===== config.mk =====
export PLATFORM = sky130hd
export DESIGN_NAME = exc_ctrl
export DESIGN_NICKNAME = d
export VERILOG_FILES = /design/src/rtl/exc_ctrl.sv
export SDC_FILE = /design/constraint.sdc
export NUM_CORES = 1
export LEC_CHECK = 0
export ABC_AREA = 1
export BUFFER_PORTS_ARGS = -buffer_cell sky130_fd_sc_hd__clkbuf_2
export CORE_AREA = 2 2 95 97
export DETAILED_ROUTE_END_ITERATION = 7
export DIE_AREA = 0 0 97 99
export HOLD_SLACK_MARGIN = 0.03
export MAX_ROUTING_LAYER = met4
export PLACE_DENSITY = 0.69
export SLEW_MARGIN = 10
export SYNTH_ARGS = -nofsm -noshare
export SYNTH_HDL_FRONTEND = slang
export SYNTH_SLANG_ARGS = --single-unit

===== constraint.sdc =====
create_clock -name clk -period 1.4 [get_ports clk]
set_input_delay 0.07 -clock clk [delete_from_list [all_inputs] [get_ports clk]]
set_output_delay 0.07 -clock clk [all_outputs]
set_load 0.005 [all_outputs]

===== src/rtl/exc_ctrl.sv =====
// Exception commit controller: picks the winning cause at MEM, informs CP0,
// flushes the pipe and hands a redirect PC to IF over a valid/ready handshake.
package exc_pkg;
  typedef logic [3:0] exc_t;
  localparam exc_t EXC_NONE    = 4'd0;
  localparam exc_t EXC_INTR    = 4'd1;
  localparam exc_t EXC_ADEL_IF = 4'd2;
  localparam exc_t EXC_RI      = 4'd3;
  localparam exc_t EXC_OV      = 4'd4;
  localparam exc_t EXC_SYSC    = 4'd5;
  localparam exc_t EXC_BP      = 4'd6;
  localparam exc_t EXC_ERET    = 4'd7;
  localparam exc_t EXC_ADEL_LD = 4'd8;
  localparam exc_t EXC_ADES    = 4'd9;
endpackage

module exc_ctrl
  import exc_pkg::*;
#(
  parameter logic [31:0] VEC_BOOT = 32'hBFC00380,
  parameter logic [31:0] VEC_NORM = 32'h80000180
) (
  input  logic        clk,
  input  logic        rst_n,
  input  logic        mem_valid_i,
  input  logic        mem_stall_i,
  input  logic [31:0] mem_pc_i,
  input  logic        mem_inslot_i,
  input  logic [31:0] mem_maddr_i,
  input  logic        exc_adel_if_i,
  input  logic        exc_ri_i,
  input  logic        exc_ov_i,
  input  logic        exc_sysc_i,
  input  logic        exc_bp_i,
  input  logic        exc_eret_i,
  input  logic        exc_adel_ld_i,
  input  logic        exc_ades_i,
  input  logic        intr_i,
  input  logic [31:0] status_i,
  input  logic [31:0] epc_i,
  output logic        exc_flag_o,
  output exc_t        exc_type_o,
  output logic [31:0] exc_pc_o,
  output logic        exc_inslot_o,
  output logic [31:0] exc_baddr_o,
  output logic        flush_o,
  output logic        redirect_valid_o,
  output logic [31:0] redirect_pc_o,
  input  logic        redirect_ready_i
);

  typedef enum logic {IDLE, REDIR} state_t;

  state_t state, state_nxt;
  exc_t   cause;
  logic   any_cause;
  logic   commit;

  assign any_cause = intr_i | exc_adel_if_i | exc_ri_i
                   | exc_ov_i | exc_sysc_i | exc_bp_i
                   | exc_eret_i | exc_adel_ld_i | exc_ades_i;

  assign commit = (state == IDLE) & mem_valid_i
                & ~mem_stall_i & any_cause;

  // Overlapping flags: first match in this chain wins.
  always_comb begin
    cause = EXC_NONE;
    if      (intr_i)        cause = EXC_INTR;
    else if (exc_adel_if_i) cause = EXC_ADEL_IF;
    else if (exc_ri_i)      cause = EXC_RI;
    else if (exc_ov_i)      cause = EXC_OV;
    else if (exc_sysc_i)    cause = EXC_SYSC;
    else if (exc_bp_i)      cause = EXC_BP;
    else if (exc_eret_i)    cause = EXC_ERET;
    else if (exc_adel_ld_i) cause = EXC_ADEL_LD;
    else if (exc_ades_i)    cause = EXC_ADES;
  end

  always_comb begin
    exc_flag_o   = 1'b0;
    exc_type_o   = EXC_NONE;
    exc_pc_o     = '0;
    exc_inslot_o = 1'b0;
    exc_baddr_o  = '0;
    flush_o      = 1'b0;
    if (commit) begin
      exc_flag_o   = 1'b1;
      exc_type_o   = cause;
      exc_pc_o     = mem_pc_i;
      exc_inslot_o = mem_inslot_i;
      flush_o      = 1'b1;
      if (cause == EXC_ADEL_IF)
        exc_baddr_o = mem_pc_i;
      else if (cause == EXC_ADEL_LD || cause == EXC_ADES)
        exc_baddr_o = mem_maddr_i;
    end
  end

  always_comb begin
    state_nxt = state;
    unique case (state)
      IDLE:  if (commit) state_nxt = REDIR;
      REDIR: if (redirect_ready_i) state_nxt = IDLE;
      default: state_nxt = IDLE;
    endcase
  end

  always_ff @(posedge clk or negedge rst_n) begin
    if (!rst_n) state <= IDLE;
    else        state <= state_nxt;
  end

  always_ff @(posedge clk or negedge rst_n) begin
    if (!rst_n)
      redirect_pc_o <= '0;
    else if (commit)
      redirect_pc_o <= (cause == EXC_ERET) ? epc_i
                     : status_i[22] ? VEC_BOOT : VEC_NORM;
  end

  assign redirect_valid_o = (state == REDIR);

endmodule

==> run summary, run 1 <==
Most common cell after layout, fill and taps aside - clkbuf_2
Synth Area per Inst - 6.063 um2
Die height - 99 um
Post-Synthesis Net Count - 552
Startpoint types - flop
Most frequent cells in the layout - 204 x clkbuf_2, 89 x nand2_1, 77 x o21ai_0
Clk_lat worst skew - 0.28 ns
Post-DP Area - 3706 um2
Antenna Nets Post-Route - 0
Critical-path top delay cell - dfrtp_1
Leak Pwr - 2.517 nW
Sequential fraction of the synthesis area - 33.30%
HP Start - epc_i[13]
Tcrit/Tclk final - 109.2%
Clock Pin Slew Worst Setup and Hold Paths - 0.07 ns
Vias in the first global route - 3109
Worst hold path type - primary input to flop
GPL Wtd Cong - 0.8968
Worst Max-Slew Pin Slew - 0.4140 ns
Clk root buf - clkbuf_8
Die Span X - 97 um
Post-route cell area - 4220 um2
Die area - 9603 um2
Final setup fails - 87
Fill cells - 847
Row count - 34
Via/cell ratio - 4.465
Outcome - complete, but fails checks
Initial antenna violation count - 0
Synth-to-layout area growth - 70.18%
Critical path's top delay family - flip-flops
Critical path data arrival time - 1.46 ns
Layout cells sized above 1 - 42.86%
Residual DRC - 0
Endpoints failing hold - 0
R2R Setup Slk - -0.03 ns
Cell Pwr Density - 621.1 nW/um2
CP Class - flop to output port
Hold EP - redirect_pc_o[13]
RSZ-0062 raised after global routing - yes
Failing checks - setup timing
Min cycle time layout - 1.529 ns
YS warnings - 0
Crit path cell chain - inv_2 > nand2_2 > nor2_4 > nand2_4 > buf_4 > a211oi_2 > buf_2
Core area - 8551 um2
Register bit total from synthesis - 33
Skew final - 0.006058 ns
First-pass GRT wire length - 14.08 mm
Routed vias - 3358
Bufs on Longest Clock Path - 2
Min-Delay Path Depth - 3
Synth unique cells - 22
Starting DRT DRC Count - 126
R2R cell count - 8
Hpwl dp - 6.414 mm
DP Worst Slack - -0.09487 ns
Hold_ws - 0.03541 ns
Grt total ovfl - 0
I/O pins - 247
Wire length per cell - 11.82 um
Setup TNS - -6.793 ns
Drt first pass iters - 4
Mapped Cells - 409
Crit path largest cell delay - 0.40 ns
Capturing point of the worst reg2reg path - redirect_pc_o[11]
Req. time, crit path - 1.33 ns
Setup WS post-layout - -0.1294 ns
Max Transition Viols Final - 0
Synth Cell Area - 2480 um2
WL final - 8.885 mm
MaxCap Viol Count - 0
VDD IR-drop max - 0.2994 mV
Max_slew headroom - 72.40%
Placed cell count - 717
Layout Nets - 786
Fin cells - 752
Clk sinks - 33
Largest net degree at the start of global routing - 65
CP bufs+invs - 3
ANT cells - 0
Crit. End Element - output port
CTS Buf Count - 5
CTS tree - done
Clock H-tree levels - 2
Count of input and output buffers - 215
GR Util All Layers - 18.07%
Reg2reg start - redirect_valid_o
Initial Util - 29.00%
F_max - 653.8 MHz
Worst-path fanout max - 6
worst min-delay path, stage by stage:
cell and delay, ns:
clkbuf_2 0.08, nand2_1 0.05, o21ai_0 0.07
metal layers:
layer	GRT usage [%]	share of wire, %	routed length [um]
met2	31.73	49	4370
met1	21.22	41	3666
met3	3.688	8.1	721
met5	-	0	0
met4	4.550	1.4	127
cells in the mapped netlist:
cell,count,area (um2)
a21oi_1,1,5.000
nand2_2,1,6.260
dfrtp_1,33,825.8
buf_4,4,30.03
nand2_4,1,11.26
inv_1,76,285.3
nor2_4,3,33.78
nand4_1,9,56.30
clkbuf_2,3,15.01
inv_2,1,3.750
nand3_4,1,17.52
a211oi_1,1,7.510
buf_6,2,22.52
clkbuf_1,8,30.03
o21ai_1,10,50.05
o21ai_2,1,8.760
nor3b_1,1,7.510
buf_2,11,55.05
nand3_1,2,10.01
o21ai_0,78,390.4
nand2_1,93,349.1
nor2_1,69,259.0
where the power goes:
part,switching [W],internal (W)
combinational,0.000445,0.000430
sequential,0.0000425,0.00103
clock,0.000333,0.000344
final cells by class:
type | count | area (um2) | area share, %
Timing Repair Buffer | 255 | 1559 | 36.94
Multi-Input combinational cell | 271 | 1329 | 31.49
Clock inverter | 2 | 10.01 | 0.2372
Inverter | 77 | 289.0 | 6.848
Sequential cell | 33 | 825.8 | 19.57
Tap cell | 108 | 135.1 | 3.202
Clock buffer | 6 | 72.57 | 1.720
cells by family after synthesis:
| family | count (synthesis) | synth area share (%) |
|---|---|---|
| and+or+nand+nor | 180 | 30.27 |
| buffers and inverters | 105 | 17.81 |
| AOI/OAI and AO/OA | 91 | 18.62 |
| DFF | 33 | 33.30 |
worst max-delay path by stage:
stage,depth (start not counted),from,end
2_1_floorplan,7,redirect_valid_o,exc_type_o[1]
3_3_place_gp,9,exc_bp_i,exc_baddr_o[4]
3_5_place_dp,9,exc_bp_i,exc_baddr_o[4]
4_1_cts,7,redirect_valid_o,exc_baddr_o[2]
5_1_grt,7,redirect_valid_o,exc_baddr_o[2]
6_report,7,redirect_valid_o,exc_type_o[1]
timing repair:
item,4_1_cts,5_1_grt
pin swaps,2,3
gates resized for setup,22,28
hold buffers,20,0
endpoints found under the setup margin,81,103
hold endpoints to repair,52,0
gates cloned,2,0
buffers inserted,3,2
per-stage QoR:
stage                     power (W)  utilization, %
after floorplan            0.001413               -
after global placement     0.001809           43.34
after detailed placement   0.001821           43.34
after CTS                  0.002617           48.52
after global routing       0.002794           49.36
final                      0.002621           49.36
sequential cells by signal, summed over array words and instances (netlist names):
name	flops
redirect_valid_o	1
redirect_pc_o	32
(Power assumes the default switching activity.)
==> inputs of run 2 (changes only) <==
CTS_BUF_LIST = sky130_fd_sc_hd__clkbuf_8   (was unset)
GPL_TIMING_DRIVEN = 0   (was unset)
==> run summary, run 2 (synthesis gave the netlist of run 1 again) <==
Layout cells sized above 1 - 48.33% (+5.5 points)
Clock H-tree levels - 2 (unchanged)
Row count - 34 (unchanged)
Hpwl dp - 7.264 mm (+13%)
Synth-to-layout area growth - 74.12%
Endpoints failing hold - 0 (unchanged)
ANT cells - 0 (unchanged)
Clk_lat worst skew - 0.27 ns (about the same)
First-pass GRT wire length - 14.66 mm (+4.1%)
Crit. End Element - output port
GR Util All Layers - 19.03% (+0.96 points)
Min cycle time layout - 1.592 ns (+0.06217 ns)
Cell Pwr Density - 624.0 nW/um2 (+0.47%)
Clk root buf - clkbuf_8
Core area - 8551 um2 (unchanged)
Worst-path fanout max - 5 (-1)
Skew final - 0.004359 ns (-0.001698 ns)
Initial antenna violation count - 0 (unchanged)
WL final - 9.714 mm (+9.3%)
Layout Nets - 803 (+2.2%)
Initial Util - 29.00% (unchanged)
RSZ-0062 raised after global routing - yes
Starting DRT DRC Count - 77 (-39%)
Leak Pwr - 2.548 nW (+1.2%)
Max Transition Viols Final - 0 (unchanged)
CTS Buf Count - 5 (unchanged)
Critical path data arrival time - 1.52 ns (+0.06 ns)
I/O pins - 247 (unchanged)
CTS tree - done
Antenna Nets Post-Route - 0 (unchanged)
Final setup fails - 98 (+13%)
Die area - 9603 um2 (unchanged)
F_max - 628.3 MHz (-3.9%)
Most flops, register - redirect_pc_o
Die height - 99 um (unchanged)
Layout Utilization - 50.50% (+1.1 points)
MaxCap Viol Count - 0 (unchanged)
Die Span X - 97 um (unchanged)
Clk sinks - 33 (unchanged)
Wire length per cell - 12.65 um (+7.1%)
VDD IR-drop max - 0.3873 mV (+29%)
Via/cell ratio - 4.536 (+1.6%)
Vias in the first global route - 3163 (+1.7%)
Worst hold path type - primary input to flop
Placed cell count - 732 (+2.1%)
Most frequent cells in the layout - 206 x clkbuf_2, 86 x nand2_1, 76 x inv_1
GPL Wtd Cong - 0.9083 (+1.3%)
Largest net degree at the start of global routing - 34 (-48%)
Startpoint types - flop
Largest register FFs - 32 (unchanged)
Tcrit/Tclk final - 113.7% (+4.4 points)
CP Class - flop to output port
Clock Pin Slew Worst Setup and Hold Paths - 0.06 ns (about the same)
Outcome - complete, but fails checks
Req. time, crit path - 1.33 ns (about the same)
Max_slew headroom - 43.62% (-29 points)
Grt total ovfl - 0 (unchanged)
Count of input and output buffers - 215 (unchanged)
Routed vias - 3484 (+3.8%)
Failing checks - setup timing
Residual DRC - 0 (unchanged)
Fin cells - 768 (+2.1%)
Most common cell after layout, fill and taps aside - clkbuf_2
Drt first pass iters - 5 (+1)
Bufs on Longest Clock Path - 2 (unchanged)
Setup WS post-layout - -0.1916 ns (-0.06217 ns)
Worst Max-Slew Pin Slew - 0.8457 ns (+0.4317 ns)
## run 2: path summary, 6_finish.rpt
| kind | startpoint | end | slack [ns] | depth (start not counted) |
|---|---|---|---|---|
| worst max-delay path | redirect_valid_o | exc_type_o[1] | -0.19 | 8 |
| worst min-delay path | epc_i[13] | redirect_pc_o[13] | 0.04 | 3 |
| worst max register to register | redirect_valid_o | redirect_pc_o[18] | -0.14 | 10 |
| worst min register to register | redirect_pc_o[22] | redirect_pc_o[22] | 0.49 | 2 |
| max in group asynchronous | rst_n | redirect_pc_o[11] | 0.44 | 2 |
| min in group asynchronous | rst_n | redirect_pc_o[21] | 0.43 | 2 |
## run 2: area by class of cell
cell class	instances	area (um2)
plain buffers	28	235.2
clock buffers	6	82.58
clock inverters	1	3.754
fillers	874	4233
inverters	77	294.0
multi-input cells	271	1381
flip-flops and latches	33	825.8
well taps	108	135.1
repair buffers	244	1360
## run 2: per-layer routing
metal | up-vias | GRT usage [%] | part of all wire, %
li1 | 1752 | - | -
met1 | 1553 | 22.48 | 41
met2 | 163 | 34.24 | 50
met3 | 16 | 2.624 | 6.9
met4 | 0 | 4.659 | 1.5
met5 | - | - | 0
## run 2: power by group
group	switching, W	internal (W)
sequential	0.0000484	0.00103
clock	0.000307	0.000382
combinational	0.000479	0.000450
## run 2: per-stage QoR
step | power [W] | worst slack, ns | cell area (um2) | TNS [ns] | hold slack, ns
2_1_floorplan | 0.001413 | 0.1424 | 2480 | 0 | -0.2256
3_3_place_gp | 0.001813 | -0.1344 | 3691 | -1.789 | 0.1936
3_5_place_dp | 0.001827 | -0.1227 | 3691 | -3.103 | 0.2217
4_1_cts | 0.002647 | -0.2336 | 4119 | -15.68 | 0.03079
5_1_grt | 0.002892 | -0.2545 | 4318 | -19.48 | 0.03497
6_report | 0.002694 | -0.1916 | 4318 | -13.28 | 0.03772
## run 2: repair_timing
item / 4_1_cts / 5_1_grt
setup endpoints to repair: 83 / 101
hold buffers: 14 / 0
resized for setup: 36 / 80
endpoints found under the hold margin: 46 / 0
cloned: 2 / 0
pin swaps: 3 / 4
buffers inserted: 8 / 6
## run 2: worst max-delay path, cell delays in order (launching register included)
cell	delay [ns]
dfrtp_1	0.39
inv_2	0.07
nand2_2	0.06
nor2_4	0.11
nand2_4	0.08
buf_8	0.15
buf_8	0.12
a211oi_2	0.13
buf_2	0.14
